**config.mk**
```make
export PLATFORM = sky130hd
export DESIGN_NAME = watchdog_gen2
export DESIGN_NICKNAME = d
export VERILOG_FILES = /design/src/rtl/watchdog_gen2.sv
export SDC_FILE = /design/constraint.sdc
export NUM_CORES = 1
export LEC_CHECK = 0
export BUFFER_PORTS_ARGS = -buffer_cell sky130_fd_sc_hd__buf_2
export CAP_MARGIN = 20
export CELL_PAD_IN_SITES_DETAIL_PLACEMENT = 1
export CELL_PAD_IN_SITES_GLOBAL_PLACEMENT = 1
export CORE_UTILIZATION = 35
export DETAILED_ROUTE_END_ITERATION = 7
export GPL_TIMING_DRIVEN = 1
export HOLD_SLACK_MARGIN = 0.03
export MAX_ROUTING_LAYER = met4
export PLACE_DENSITY = 0.83
export SLEW_MARGIN = 20
export SYNTH_ARGS = -nofsm -noshare
export SYNTH_HDL_FRONTEND = slang
export SYNTH_SLANG_ARGS = --single-unit
```
**constraint.sdc**
```tcl
create_clock -name CLK_24M -period 1.7 [get_ports CLK_24M]
set_clock_uncertainty 0.1 [all_clocks]
set_input_delay 0.34 -clock CLK_24M [delete_from_list [all_inputs] [get_ports CLK_24M]]
set_output_delay 0.34 -clock CLK_24M [all_outputs]
set_load 0.05 [all_outputs]
```
**src/rtl/watchdog_gen2.sv**
```systemverilog
// watchdog_gen2: 68k watchdog with programmable hold/timeout, address-decoded
// kick register, 68k reset sensing and a sticky/saturating fire record.
// WDCLK is sampled as a tick source; all logic runs on CLK_24M.
// Optional build macro WD_FREEZE_EN adds DBG_FREEZE to pause timeout counting.
module watchdog_gen2 #(
  parameter int unsigned CNT_WIDTH     = 4,
  parameter int unsigned HOLD_TICKS    = 8,
  parameter int unsigned TIMEOUT_TICKS = 8,
  parameter logic [23:0] KICK_ADDR     = 24'h300001,
  parameter logic [23:0] ADDR_MASK     = 24'hFE1FFE,
  parameter int unsigned SYNC_STAGES   = 2
) (
  input  logic        CLK_24M,
  input  logic        nRST,
  input  logic        WDCLK,
  input  logic        nLDS,
  input  logic        RW,
  input  logic [23:1] M68K_ADDR,
  input  logic        nRESET_IN,
`ifdef WD_FREEZE_EN
  input  logic        DBG_FREEZE,
`endif
  output logic        nRESET,
  output logic        nHALT,
  output logic        WD_FIRED,
  output logic [7:0]  FIRE_CNT
);

  localparam int unsigned SL = SYNC_STAGES - 1;
  localparam logic [CNT_WIDTH-1:0] HOLD_LAST    = CNT_WIDTH'(HOLD_TICKS - 1);
  localparam logic [CNT_WIDTH-1:0] TIMEOUT_LAST = CNT_WIDTH'(TIMEOUT_TICKS - 1);
  localparam logic [23:0] KICK_MATCH = KICK_ADDR & ADDR_MASK;

  typedef enum logic {
    ST_HOLD = 1'b0,
    ST_RUN  = 1'b1
  } state_t;

  state_t                 state;
  logic [CNT_WIDTH-1:0]   cnt;
  logic [SYNC_STAGES-1:0] wdclk_sync;
  logic [SYNC_STAGES-1:0] nlds_sync;
  logic [SYNC_STAGES-1:0] rin_sync;
  logic                   wdclk_prev;
  logic                   nlds_prev;
  logic                   rin_prev;
  logic                   kick;

  logic        tick_c;
  logic        lds_fall_c;
  logic        rin_fall_c;
  logic [23:0] addr_c;
  logic        addr_hit_c;
  logic        bus_kick_c;
  logic        sense_kick_c;
  logic        freeze_c;

`ifdef WD_FREEZE_EN
  assign freeze_c = DBG_FREEZE;
`else
  assign freeze_c = 1'b0;
`endif

  // Synchronise asynchronous inputs and keep last synchronised value for edge detect
  always_ff @(posedge CLK_24M or negedge nRST) begin
    if (!nRST) begin
      wdclk_sync <= '0;
      nlds_sync  <= '1;
      rin_sync   <= '1;
      wdclk_prev <= 1'b0;
      nlds_prev  <= 1'b1;
      rin_prev   <= 1'b1;
    end else begin
      wdclk_sync <= {wdclk_sync[SYNC_STAGES-2:0], WDCLK};
      nlds_sync  <= {nlds_sync[SYNC_STAGES-2:0], nLDS};
      rin_sync   <= {rin_sync[SYNC_STAGES-2:0], nRESET_IN};
      wdclk_prev <= wdclk_sync[SL];
      nlds_prev  <= nlds_sync[SL];
      rin_prev   <= rin_sync[SL];
    end
  end

  assign tick_c       = wdclk_sync[SL] & ~wdclk_prev;
  assign lds_fall_c   = ~nlds_sync[SL] & nlds_prev;
  assign rin_fall_c   = ~rin_sync[SL] & rin_prev;
  assign addr_c       = {M68K_ADDR, 1'b0};
  assign addr_hit_c   = ((addr_c & ADDR_MASK) == KICK_MATCH);
  assign bus_kick_c   = lds_fall_c & ~RW & addr_hit_c;
  assign sense_kick_c = (state == ST_RUN) & nRESET & rin_fall_c;

  // One-cycle kick pulse per strobe edge or sensed external reset
  always_ff @(posedge CLK_24M or negedge nRST) begin
    if (!nRST) begin
      kick <= 1'b0;
    end else begin
      kick <= bus_kick_c | sense_kick_c;
    end
  end

  // Hold/run state machine with tick counter and fire bookkeeping
  always_ff @(posedge CLK_24M or negedge nRST) begin
    if (!nRST) begin
      state    <= ST_HOLD;
      cnt      <= '0;
      nRESET   <= 1'b0;
      nHALT    <= 1'b0;
      WD_FIRED <= 1'b0;
      FIRE_CNT <= 8'd0;
    end else begin
      case (state)
        ST_HOLD: begin
          if (tick_c) begin
            if (cnt == HOLD_LAST) begin
              state  <= ST_RUN;
              cnt    <= '0;
              nRESET <= 1'b1;
              nHALT  <= 1'b1;
            end else begin
              cnt <= cnt + CNT_WIDTH'(1);
            end
          end
        end
        ST_RUN: begin
          if (kick) begin
            cnt <= '0;
          end else if (tick_c && !freeze_c) begin
            if (cnt == TIMEOUT_LAST) begin
              state    <= ST_HOLD;
              cnt      <= '0;
              nRESET   <= 1'b0;
              nHALT    <= 1'b0;
              WD_FIRED <= 1'b1;
              if (FIRE_CNT != 8'hFF) begin
                FIRE_CNT <= FIRE_CNT + 8'd1;
              end
            end else begin
              cnt <= cnt + CNT_WIDTH'(1);
            end
          end
        end
        default: begin
          state  <= ST_HOLD;
          cnt    <= '0;
          nRESET <= 1'b0;
          nHALT  <= 1'b0;
        end
      endcase
    end
  end

endmodule

```
==> results.md <==
- The run finished with clean final reports.
- The met3 track utilization from global routing is about 3%.
- Of all nets on the critical path, the largest fanout is 6.
- The number of enable flip-flop cells after synthesis is 0.
- The x dimension of the die is 57.03 um.
- The final wirelength is about 2200 um.
- TritonCTS built the clock tree.
- Using the TritonRoute via totals, the vias-per-cell ratio works out to 4.918.
- STA classifies the critical path startpoint as a flop.
- The synthesized netlist contains 30 unique library cells.
- The post-route total power is approximately 0.0016 W.
- In this run the count of I/O pins placed on the die edge is 40.
- The instance count of the mapped netlist is 83.
- The flip-flop and latch count after synthesis is 25.
- At the pin with the least slew margin, the transition time is ~0.52 ns.
- The simple-gate portion of the synthesized area is 20.19%.
- The half-perimeter wire length after detailed placement is 1732 um.
- The number of endpoints failing setup at the final stage is 0.
- When the netlist entered floorplanning its net count stood at approximately 110.
- The number of buffers added by the clock tree synthesis step is 3.
- The final hold violation count came to 0.
- The routed layout has between 700 and 800 vias.
- The synthesized area per cell is 12.77 um2.
- The mean routed wirelength per cell is ~14 um.
- The classification of the worst-slack hold path is in2reg.
- Entering global routing, the biggest net connects 26 pins.
- The area after detailed placement is between 1000 and 1500 um2.
- The cell area after layout is around 1400 um2.
- Subtracting the final worst setup slack from the clock period gives 1.581 ns.
- The detailed-routing iteration count for the pre-antenna-repair pass is 2.
- Data arrives at the worst endpoint at approximately 1.7 ns.
- The final-report max-slew violation count is 0.
- The fraction of the yosys area taken by sequential cells is 59.74%.
- The number of fill cells in the layout is 324.
- In the synthesized netlist, mux cells make up around 3.0% of the area.
- In the final timing run, aggregate negative setup slack is 0 ns.
- At the end of routability-driven placement, the weighted congestion stood at about 0.76.
- The layout overhead on the synthesized area is 30.81%.
- For this run the aggregate overflow at the end of global routing stands at 0.
- The number of port buffers is 35.
- Global routing used between 10% and 20% of the available tracks.
- The final antenna diode count is 0.
- The y dimension of the die is roughly 57 um.
- Setup repair after global routing left no endpoint under its margin.
- The first global-routing pass estimated approximately 4000 um of wire.
- The fraction of layout cells with a size suffix above 1 is 47.66%.
- Data on the critical path is required at its endpoint by 1.85 ns.
- The parity-gate share of the synthesized area counting xor and xnor cells is slightly above 8%.
- The detailed router finished its first iteration with 2 violations.
- The cell area that synthesis handed to floorplanning was about 1100 um2.
- The standby leakage power is ~0.69 nW.
- The nature of the critical path endpoint is a flop.
- The number of max-cap violations is 0.
- Across the VDD grid, the largest voltage drop is about 0.0008 V.
- The critical path in this run is classified as reg2reg.
- Counting flops with an async set or reset pin after synthesis yields a share of 100.0%.
- CTS saw 25 sinks.
- The met1 capacity usage during global routing is 18.30%.
- The number of DRC violations after detailed routing is 0.
- The total number of placement rows is 19.
- Leaving out fill and tap cells, the most frequent cell in the layout is sky130_fd_sc_hd__buf_2.
- The worst slew slack as a fraction of its limit is around two thirds.
- In this run the remaining antenna-violating nets after routing total 0.
- The most used flip-flop cell after synthesis is sky130_fd_sc_hd__dfrtp_1.
- Global routing consumed, on the met2 layer, a little over a quarter of the routing resources.
- Clock tree synthesis selected as its root buffer the cell sky130_fd_sc_hd__clkbuf_4.
- Yosys printed 0 warnings.
- For the worst-skew pair, the clock arrives at the later sink with an insertion delay of slightly above 0.3 ns.
- The via count of the first global-routing pass is around 850.
- The clock transition at the register clock pins on the worst setup and hold paths after CTS is between 0.1 and 0.15 ns.
- The core region area is ~2800 um2.
- After synthesis, the largest family of logic cells by area is simple AND/OR/NAND/NOR gates.
- The fraction of the mapped netlist area in adder cells is under 10%.
- In the layout the commonest cells are sky130_fd_sc_hd__buf_2, sky130_fd_sc_hd__dfrtp_1, sky130_fd_sc_hd__dfrtp_2, sky130_fd_sc_hd__xor2_1.
- The power density relative to cell area is approximately 1100 nW/um2.
- The final critical path takes up 92.98% of the cycle.
- The busiest layer in global routing is met2.
- The maximum level of the CTS H-tree is 1.
- Timing would allow up to approximately 630 MHz.
- The number of antenna violations at the first check in global routing came to 0.
- The maximum buffer depth of the clock tree is 2.
- The effective utilization at floorplan is a little under two fifths.
- Summing the areas of all compound-gate instances in the mapped netlist gives roughly 4.7% of the synthesized area.
- The die covers between 3000 and 4000 um2.
- The number of nets in the layout is 160.
==> worst max-delay path: stages (launching register included) <==
cell and delay (ns):
sky130_fd_sc_hd__dfrtp_1 0.40, sky130_fd_sc_hd__ha_1 0.18, sky130_fd_sc_hd__and4bb_1 0.26, sky130_fd_sc_hd__o211ai_4 0.14, sky130_fd_sc_hd__nor4_4 0.29, sky130_fd_sc_hd__xor2_1 0.16
==> worst paths after layout <==
check	cells after the start	slack (ns)	from	endpoint
max	5	0.12	cnt[1]	FIRE_CNT[7]
min	2	0.10	M68K_ADDR[4]	kick
max reg2reg	5	0.12	cnt[1]	FIRE_CNT[7]
min reg2reg	0	0.27	nlds_sync[0]	nlds_sync[1]
max in group asynchronous	2	0.69	nRST	FIRE_CNT[1]
min in group asynchronous	2	0.41	nRST	FIRE_CNT[4]
==> cells by family after synthesis <==
| family | Yosys count |
|---|---|
| AOI/OAI and AO/OA | 6 |
| xor gates and xnor gates | 10 |
| adders and majority gates | 2 |
| buffers and inverters | 3 |
| DFF | 25 |
| muxes | 3 |
| and+or+nand+nor | 34 |
==> area by class of cell <==
type	instances	area, um2	area share (%)
clock buffer	4	26.28	1.895
inverter	1	3.754	0.2708
multi-input combinational	55	429.2	30.96
sequential	25	643.1	46.39
tap	31	38.79	2.798
timing repair buffer	43	245.2	17.69
==> registers in the layout (all words and copies together) (netlist names) <==
register    cells
FIRE_CNT        8
cnt             4
nlds_sync       2
rin_sync        2
wdclk_sync      2
WD_FIRED        1
kick            1
nHALT           1
nlds_prev       1
rin_prev        1
state           1
wdclk_prev      1
==> report_power, final <==
part           internal (W)  switching (W)
Clock             0.0000915       0.000164
Sequential         0.000704      0.0000806
Combinational      0.000215       0.000316
==> routing by layer <==
metal  wire length, um  up-vias
met5                 0        -
met4                36        0
met3                41        4
met2              1200       11
met1               924      385
li1                  -      382
==> synthesized netlist by cell type (all sizes together) (3+ instances only) <==
cell   instances  area share (%)
nor2           6             2.1
dfstp          6              15
xor2           8             6.6
nand2          6             2.1
nand3          3             1.4
dfrtp         19              45
nor4           3             3.2
==> through the flow <==
step                hold slack, ns  setup WS, ns  utilization (%)  std cells
floorplan                 -0.05559       0.02574                -         83
global placement            0.2348        0.1507            46.61        150
detailed placement          0.2411        0.1093            46.61        150
CTS                        0.08302       0.06445            48.97        158
global route               0.06905       0.01588            49.42        159
finish                      0.1024        0.1194            49.42        159
==> repair_timing <==
item / in CTS / in global routing
buffers inserted: 0 / 1
hold endpoints to repair: 22 / 0
hold buffers: 4 / 0
setup endpoints to repair: 0 / 2
resized for setup: 0 / 1
Note: power is estimated with default switching activity, not from simulation.
